### src/rtl/fetch_bundle_queue.sv
// fetch_bundle_queue
//   Four-wide instruction bundle FIFO sitting between the branch handler and
//   decode. Each entry holds the fetch PC, four 16-bit instructions and the
//   per-slot immediate-jump flags. The oldest bundle is presented to decode
//   under a valid/ready handshake. Immediate jumps are NOPed on the way out,
//   all-zero bundles are never stored, and a ROB flush empties the queue.
//
// Ports
//   clk, rst_n            clock, asynchronous active-low reset
//   flush                 mispredict flush (beats push and pop)
//   push                  branch handler presents a bundle this cycle
//   pc_in                 fetch PC of slot 0
//   inst_in0..inst_in3    filtered instructions (16'b0 = NOP)
//   isImJmp_in            immediate-jump flags, bit 3 = slot 0 .. bit 0 = slot 3
//   dec_ready             decode accepts the head bundle this cycle
//   stall_fetch           queue full, fetch must hold its PC
//   out_valid             head bundle valid
//   pc_out                head PC (0 when empty)
//   inst_out0..inst_out3  head instructions (0 when empty or immediate jump)
//   count                 number of occupied entries
module fetch_bundle_queue #(
    parameter int DEPTH = 4,
    parameter int PTR_W = 2
) (
    input  logic             clk,
    input  logic             rst_n,
    input  logic             flush,
    input  logic             push,
    input  logic [15:0]      pc_in,
    input  logic [15:0]      inst_in0,
    input  logic [15:0]      inst_in1,
    input  logic [15:0]      inst_in2,
    input  logic [15:0]      inst_in3,
    input  logic [3:0]       isImJmp_in,
    input  logic             dec_ready,
    output logic             stall_fetch,
    output logic             out_valid,
    output logic [15:0]      pc_out,
    output logic [15:0]      inst_out0,
    output logic [15:0]      inst_out1,
    output logic [15:0]      inst_out2,
    output logic [15:0]      inst_out3,
    output logic [PTR_W:0]   count
);

    localparam logic [PTR_W:0]   FULL_CNT = (PTR_W + 1)'(DEPTH);
    localparam logic [PTR_W:0]   CNT_ONE  = (PTR_W + 1)'(1);
    localparam logic [PTR_W-1:0] PTR_ONE  = PTR_W'(1);

    // Bundle storage; deliberately not reset, contents are don't-care when empty.
    logic [15:0] pc_mem   [DEPTH];
    logic [15:0] inst_mem [DEPTH][4];
    logic [3:0]  jmp_mem  [DEPTH];

    logic [PTR_W-1:0] rd_ptr;
    logic [PTR_W-1:0] wr_ptr;
    logic [PTR_W:0]   cnt_q;

    logic any_inst;
    logic full;
    logic wr_en;
    logic rd_en;

    assign full      = (cnt_q == FULL_CNT);
    assign out_valid = (cnt_q != '0);
    assign any_inst  = |{inst_in0, inst_in1, inst_in2, inst_in3};

    // A bundle NOPed entirely upstream carries nothing for decode, so it is dropped.
    assign wr_en = push & ~flush & ~full & any_inst;
    assign rd_en = out_valid & dec_ready & ~flush;

    assign stall_fetch = full;
    assign count       = cnt_q;

    always_ff @(posedge clk or negedge rst_n) begin
        if (!rst_n) begin
            rd_ptr <= '0;
            wr_ptr <= '0;
            cnt_q  <= '0;
        end else if (flush) begin
            rd_ptr <= '0;
            wr_ptr <= '0;
            cnt_q  <= '0;
        end else begin
            if (wr_en) begin
                wr_ptr <= wr_ptr + PTR_ONE;
            end
            if (rd_en) begin
                rd_ptr <= rd_ptr + PTR_ONE;
            end
            case ({wr_en, rd_en})
                2'b10:   cnt_q <= cnt_q + CNT_ONE;
                2'b01:   cnt_q <= cnt_q - CNT_ONE;
                default: cnt_q <= cnt_q;
            endcase
        end
    end

    always_ff @(posedge clk) begin
        if (wr_en) begin
            pc_mem[wr_ptr]      <= pc_in;
            inst_mem[wr_ptr][0] <= inst_in0;
            inst_mem[wr_ptr][1] <= inst_in1;
            inst_mem[wr_ptr][2] <= inst_in2;
            inst_mem[wr_ptr][3] <= inst_in3;
            jmp_mem[wr_ptr]     <= isImJmp_in;
        end
    end

    // Head read. Flag bit (3-N) belongs to slot N; a set flag means fetch has
    // already redirected on that immediate jump, so decode sees a NOP there.
    always_comb begin
        pc_out    = 16'h0000;
        inst_out0 = 16'h0000;
        inst_out1 = 16'h0000;
        inst_out2 = 16'h0000;
        inst_out3 = 16'h0000;
        if (out_valid) begin
            pc_out = pc_mem[rd_ptr];
            if (!jmp_mem[rd_ptr][3]) inst_out0 = inst_mem[rd_ptr][0];
            if (!jmp_mem[rd_ptr][2]) inst_out1 = inst_mem[rd_ptr][1];
            if (!jmp_mem[rd_ptr][1]) inst_out2 = inst_mem[rd_ptr][2];
            if (!jmp_mem[rd_ptr][0]) inst_out3 = inst_mem[rd_ptr][3];
        end
    end

endmodule

### config.mk
export PLATFORM = sky130hd
export DESIGN_NAME = fetch_bundle_queue
export DESIGN_NICKNAME = d
export VERILOG_FILES = /design/src/rtl/fetch_bundle_queue.sv
export SDC_FILE = /design/constraint.sdc
export NUM_CORES = 1
export LEC_CHECK = 0
export BUFFER_PORTS_ARGS = -buffer_cell sky130_fd_sc_hd__buf_2
export CAP_MARGIN = 10
export CORE_UTILIZATION = 40
export DETAILED_ROUTE_END_ITERATION = 12
export SKIP_CTS_REPAIR_TIMING = 1
export SYNTH_ARGS = -nofsm -noshare
export SYNTH_HDL_FRONTEND = slang
export SYNTH_SLANG_ARGS = --single-unit
### constraint.sdc
create_clock -name clk -period 4.2 [get_ports clk]
set_clock_uncertainty 0.1 [all_clocks]
set_input_delay 0.84 -clock clk [delete_from_list [all_inputs] [get_ports clk]]
set_output_delay 0.84 -clock clk [all_outputs]
set_load 0.01 [all_outputs]
Yosys cells after proc, flatten, opt, wreduce, memory -nomap -nowiden
Memories as Yosys holds them, arrays and structs flattened.
Index checks and enable logic that the tools add are counted.

operators by class
  muxes and demuxes = 17
  bitwise logic cells = 7
  equal/unequal tests = 3
  add/sub/neg operators = 4
  reduce and logical (&&, ||, !) cells = 5

operators with widths
  kind                                                                 count
  16-bit two-way mux                                                   9
  64-bit OR reduction                                                  1
  2-bit two-way mux                                                    4
  3-bit one-hot mux with 2 select lines                                1
  3-bit nonzero test                                                   2
  1-bit AND                                                            5
  2-bit by 1-bit adder with 2-bit output (second input constant)       2
  2-bit nonzero test                                                   2
  3-bit by 1-bit adder with 3-bit output (second input constant)       1
  3-bit == test (second input constant)                                1
  3-bit two-way mux                                                    1
  3-bit by 1-bit subtractor with 3-bit output (second input constant)  1
  2-bit by 1-bit == test with 1-bit output (second input constant)     1
  2-bit == test (second input constant)                                1
  1-bit two-way mux                                                    2
  1-bit NOT                                                            2

storage, ports and cells
  register bits after elaboration = 7
  word-level logic and storage cells = 42
  RAM bits = 336
  memories kept = 3
  input bits = 89

memories
  memory    words  bits a word  read ports  clocked after memory_dff  write ports  RTL line  source
  inst_mem  4      64           1           0                         1            52        logic [15:0] inst_mem [DEPTH][4];
  pc_mem    4      16           1           0                         1            51        logic [15:0] pc_mem [DEPTH];
  jmp_mem   4      4            1           0                         1            53        logic [3:0] jmp_mem [DEPTH];

Depth between registers and ports, before layout
Gate-level depths: netlist of run 1.

  word-level depth = 7
  gate-level depth with buffers = 10
  gate-level depth less buffers = 9

Worst setup path before layout of run 1
OpenSTA, ideal clock, no wires.

  path type = input port to flip-flop
  start point = input port flush
  end point = memory inst_mem[2][0] (netlist bit) (enable)
  stages = 3
  setup slack = 171 ps
  library setup time = 452 ps
  arrival time = 3477 ps
  path through = nor3b_1 -> clkbuf_1 -> and3_1

between the ends
  cells in the longest elaborated chain, start to end = 6

ends and longest elaborated chain
  what                                     RTL line  source
  from (decl)                              27        input logic flush,
  1-bit NOT                                69        assign wr_en = push & ~flush & ~full & any_inst;
  1-bit AND (3 in a row)                   69
  1-bit two-way mux                        100       if (wr_en) begin
  1-bit two-way mux (not written as such)  105       inst_mem[wr_ptr][3] <= inst_in3;
  to (decl)                                52

Every way passes these cells.

Worst setup path after layout of run 1
  start point = register rd_ptr[0]
  end point = output port pc_out[0]

between the ends
  cells in the longest elaborated chain, start to end = 2

ends and longest elaborated chain
  what                    RTL line  source
  from (decl)             55        logic [PTR_W-1:0] rd_ptr;
  from (signal assigned)  89        rd_ptr <= rd_ptr + PTR_ONE;
  memory read 4 x 16 bit  n/a
  16-bit two-way mux      118       if (out_valid) begin
  to (decl)               38        output logic [15:0] pc_out,

Every way passes these cells.

==> results of run 1 <==
==> stage by stage <==
stage / hold WS, ps / util (%)
2_1_floorplan: 444 / -
3_3_place_gp: 486 / 45.7
3_5_place_dp: 498 / 45.7
4_1_cts: 32.6 / 49.3
5_1_grt: 39.1 / 49.3
6_report: 44.5 / 49.3
==> flip-flops by register name, indices dropped and copies added, names as in the netlist <==
register / cells
pc_mem: 64
wr_ptr: 2
inst_mem: 256
rd_ptr: 2
count: 3
jmp_mem: 16
==> power groups by stage <==
stage | Clock (mW) | Sequential (mW) | Combinational, mW
6_report | 3.17 | 3.90 | 0.851
5_1_grt | 3.37 | 3.91 | 0.934
4_1_cts | 3.25 | 3.91 | 0.875
3_5_place_dp | 0 | 3.98 | 0.872
3_3_place_gp | 0 | 3.98 | 0.869
2_1_floorplan | 0 | 3.94 | 0.561
==> layout by cell type, fill, tap and decap left out, types with 8 or more instances in the layout <==
cell type	instances
edfxtp_1	336
buf_2	173
mux4_2	84
nor2b_1	71
clkbuf_16	38
nor4_1	17
buf_4	12
clkbuf_1	11
and2b_1	9
o21ai_0	8
buf_12	8
==> layout make-up <==
type / count / area, sq um / share of cell area [%]
flip-flops and latches: 343 / 10300 / 63.7
multi-input cells: 246 / 2970 / 18.4
repair buffers: 193 / 1120 / 6.92
clock buffers: 49 / 992 / 6.15
well taps: 442 / 553 / 3.43
clock inverters: 17 / 194 / 1.20
inverters: 5 / 18.8 / 0.116
diodes: 3 / 7.51 / 0.0465
==> routing by layer <==
layer,GRT usage (%),wire (um),vias to the layer above,share of wire [%]
met5,0,42,-,0.15
met4,4.63,567,6,2.1
met1,22.5,12100,3433,44
li1,-,-,2984,-
met2,26.1,12800,195,47
met3,4.64,1980,51,7.2
==> logic make-up after synthesis <==
logic type	share of synthesized area, %
flip-flops	76.9
AO/OA/AOI/OAI	0.712
multiplexers	14.2
buffers and inverters	1.07
XOR/XNOR	0.131
AND/OR/NAND/NOR	6.55
adder cells (fa/ha/maj)	0.525
==> worst max-delay path: stages, from the launching register on <==
cell and delay, ps:
dfrtp_4 760, buf_4 610, mux4_2 580, and2b_1 170, buf_2 130
==> worst paths after layout <==
path                                    start             to  slack, ps  depth (start not counted)
worst max-delay path                rd_ptr[0]      pc_out[0]        470                          4
worst min register to register      wr_ptr[0]      wr_ptr[0]        510                          2
worst min-delay path                    rst_n       count[1]         40                          1
worst max register to register       count[2]       count[1]       1680                          8
min in group clk                isImJmp_in[1]  jmp_mem[3][1]        430                          1
max in group asynchronous               rst_n      rd_ptr[1]       3770                          1
==> flow_summary.json, run 1 <==
{
  "totalWireLength_um": 27500,
  "synth_top_area_share_pct": 75.5,
  "placed_cells": 1229,
  "rows": 66,
  "synthesis.nets": 717,
  "clockRootBuffer": "clkbuf_16",
  "n_fill_cell": 2770,
  "worstSetupPathType": "reg -> out",
  "crit_fanout": 29,
  "hpwl_um": 17100,
  "num_vias": 6669,
  "setup_viol_count_final": 0,
  "fin_crit_sh_pct": 88.7,
  "drcViolationCount": 0,
  "finalWorstSetupSlack_ps": 473,
  "status": "complete, no violations",
  "grt_first_pass_wirelength_um": 41900,
  "synth_common_cells": "edfxtp_1, mux4_2, nor2b_1",
  "postPlaceCellArea_sq_um": 14900,
  "fin_area_sq_um": 16100,
  "routedWlPerCell_um": 21.2,
  "post-place-ws_ps": 442,
  "netlist_area_sq_um": 13400,
  "ys.flop_type": "edfxtp_1",
  "ir_drop_mv": 0.344,
  "async_flop_share_pct": 2.04,
  "cp-start-kind": "flip-flop",
  "worst_pin_slew_ps": 824,
  "cts_inserted_buffers": 36,
  "layout-drive-gt1-share_pct": 39.9,
  "ys_ff_latch": 343,
  "cp.arrival_ps": 2790,
  "synth.yosys.seq_area_share_pct": 76.9,
  "synth_area_per_cell_sq_um": 21.4,
  "switchingPower_mw": 1.75,
  "min_period_ps": 3730,
  "synth.area.top_cells": "edfxtp_1, mux4_2, nor2b_1",
  "p_seq_share_pct": 49.3,
  "clockPowerShare_pct": 40.0,
  "total_power_mw": 7.92,
  "ant_nets": 0,
  "syn-instance-count": 623,
  "synthToLayoutAreaGrowth_pct": 20.7,
  "grt_pass1_vias": 7100,
  "comb_power_share_pct": 10.7,
  "synth_edf_count": 336,
  "core_sq_um": 32700,
  "num-nets-final": 919,
  "fp.dieH_um": 185,
  "fmax_mhz": 268,
  "clk_pin_slew_ps": 60,
  "vias_per_cell": 5.14,
  "stdcell_count": 1298,
  "grt_use_total_pct": 16.6,
  "static-leakage-power_nw": 5.42,
  "end_kind": "output port",
  "p_int_mw": 6.17,
  "ys_warn_count": 0,
  "tns_ps": 0,
  "clk_path_buf_depth": 3,
  "yosys.cell_types.count": 31,
  "gp_congestion": 0.725,
  "drt-initial-drc-count": 569,
  "cts_sinks": 343,
  "drtPass1Iterations": 5,
  "cts-htree-levels": 2,
  "clkLatencyLatePin_ps": 520,
  "hold_path.class": "in -> async",
  "grt.overflow.total": 0,
  "grt_max_degree": 54,
  "grt_setup_unrepaired": "false",
  "portBuffers": 173,
  "maxCapViolations": 0,
  "sw_frac_of_total_pct": 22.1,
  "antenna_found_initial": 6,
  "synth_most_common_cell": "edfxtp_1",
  "die_w_um": 185,
  "cp.required_ps": 3260,
  "die_area_sq_um": 34100,
  "yosys.area.top_type": "edfxtp_1",
  "cts_tree": "built",
  "powerDensity_nw_per_um2": 491,
  "slew_headroom_pct": 44.6,
  "finalMaxSlewViolations": 0,
  "initial_core_util_pct": 40.8,
  "finalHoldViolCount": 0,
  "ios": 174
}
Power figures use the tool's default switching activity.
==> run 2, diff against run 1 <==
ABC_AREA = 0   (was not set)
CORE_MARGIN = 2   (was not set)
==> flow_summary.json, run 2 (synthesis results as in run 1) <==
{
  "status": "complete, no violations",
  "antenna_found_initial": 3,
  "portBuffers": 173,
  "cts_inserted_buffers": 38,
  "reg_top3": "inst_mem (256), pc_mem (64), jmp_mem (16)",
  "static-leakage-power_nw": 5.45,
  "comb_power_share_pct": 10.7,
  "worst_pin_slew_ps": 849,
  "reg2reg_depth": 6,
  "powerDensity_nw_per_um2": 494,
  "end_kind": "output port",
  "totalWireLength_um": 27900,
  "grt_max_degree": 85,
  "top_register": "inst_mem",
  "crit_fanout": 32,
  "fp.dieH_um": 187,
  "grt_first_pass_wirelength_um": 43200,
  "p_seq_share_pct": 48.8,
  "hold_path.class": "in -> async",
  "mostFrequentLayoutCells": "edfxtp_1, buf_2, mux4_2",
  "grt_setup_unrepaired": "false",
  "min_period_ps": 3650,
  "cts_sinks": 343,
  "switchingPower_mw": 1.77,
  "clk_path_buf_depth": 3,
  "fin_util_pct": 49.4,
  "maxCapViolations": 0,
  "tns_ps": 0,
  "ios": 174,
  "ant_nets": 0,
  "finalMaxSlewViolations": 0,
  "die_area_sq_um": 34900,
  "layout-drive-gt1-share_pct": 40.1,
  "gp_congestion": 0.781,
  "cp.arrival_ps": 2710,
  "finalHoldViolCount": 0,
  "cp.required_ps": 3260,
  "cp-startpoint": "rd_ptr[0]",
  "clk_pin_slew_ps": 50,
  "multi_input_area_sq_um": 2970,
  "n_fill_cell": 2721,
  "fin_crit_sh_pct": 87.0,
  "rows": 66,
  "vias_per_cell": 5.16,
  "slew_headroom_pct": 42.9,
  "core_sq_um": 32700,
  "drt-initial-drc-count": 482,
  "rrSetupSlack_ps": 1680,
  "synthToLayoutAreaGrowth_pct": 21.0,
  "grt_use_total_pct": 16.2,
  "die_w_um": 187,
  "cts_tree": "built",
  "r2r_end": "count[1]",
  "initial_core_util_pct": 40.8,
  "setup_viol_count_final": 0,
  "clockRootBuffer": "clkbuf_16",
  "regArea_sq_um": 10300,
  "ir_drop_mv": 0.347,
  "clkLatencyLatePin_ps": 510,
  "r2r-start": "count[2]",
  "worstSetupPathType": "reg -> out",
  "drtPass1Iterations": 5,
  "largest_reg_flops": 256,
  "p_int_mw": 6.21,
  "mostFrequentLayoutCell": "edfxtp_1",
  "cp-start-kind": "flip-flop",
  "clockPowerShare_pct": 40.5,
  "grt_pass1_vias": 7179,
  "routedWlPerCell_um": 21.4,
  "hpwl_um": 16900,
  "num_vias": 6703,
  "grt.overflow.total": 0,
  "crit_end": "inst_out0[12]",
  "sw_frac_of_total_pct": 22.1,
  "drcViolationCount": 0,
  "fmax_mhz": 274,
  "num-nets-final": 923,
  "cts-htree-levels": 2
}
run 2: cell count changes in the layout (fill, tap and decap cells not counted), sizes merged:
cell	before	now
buf	193	195
clkbuf	49	50
diode	3	1
inv	5	6
run 2: routing by layer:
| metal | routed length, um | track usage [%] | up-vias |
|---|---|---|---|
| li1 | - | - | 2978 |
| met1 | 12100 | 22.3 | 3444 |
| met2 | 13000 | 25.6 | 225 |
| met3 | 2080 | 4.16 | 52 |
| met4 | 714 | 5.07 | 4 |
| met5 | 27 | 0 | - |
run 2: worst max-delay path, cell delays in order, from the launching register on:
cell and delay [ps]:
dfrtp_4 630, buf_4 610, mux4_2 570, nor2b_1 170, buf_2 170
run 2: cell type report:
cell class | count | share of cell area [%]
Antenna cell | 1 | 0.0155
Inverter | 5 | 0.116
Sequential cell | 343 | 63.6
Clock buffer | 50 | 6.30
Timing Repair Buffer | 195 | 6.92
Clock inverter | 18 | 1.23
Multi-Input combinational cell | 246 | 18.4
Tap cell | 442 | 3.42
run 2: power by group through the flow:
stage	Sequential, mW	Combinational, mW	Clock, mW
2_1_floorplan	3.94	0.561	0
3_3_place_gp	3.97	0.873	0
3_5_place_dp	3.97	0.877	0
4_1_cts	3.90	0.881	3.32
5_1_grt	3.90	0.941	3.46
6_report	3.89	0.857	3.23
run 2: worst min path at each step:
stage	startpoint	to	slack (ps)	cells after the start
finish	rst_n	count[2]	60	1
global placement	wr_ptr[0]	wr_ptr[0]	480	2
CTS	rst_n	rd_ptr[0]	40	1
floorplan	rst_n	count[0]	440	0
global route	rst_n	count[2]	40	1
detailed placement	wr_ptr[0]	wr_ptr[0]	490	2
run 2: metrics by stage:
step,power [mW],instance area (sq um),setup slack (ps),std cells,hold WS [ps]
4_1_cts,8.10,16200,417,1299,36.1
3_5_place_dp,4.85,14900,374,1231,486
2_1_floorplan,4.50,13400,171,623,444
6_report,7.98,16200,546,1300,56.4
5_1_grt,8.31,16200,306,1299,43.8
3_3_place_gp,4.84,14900,330,1231,476
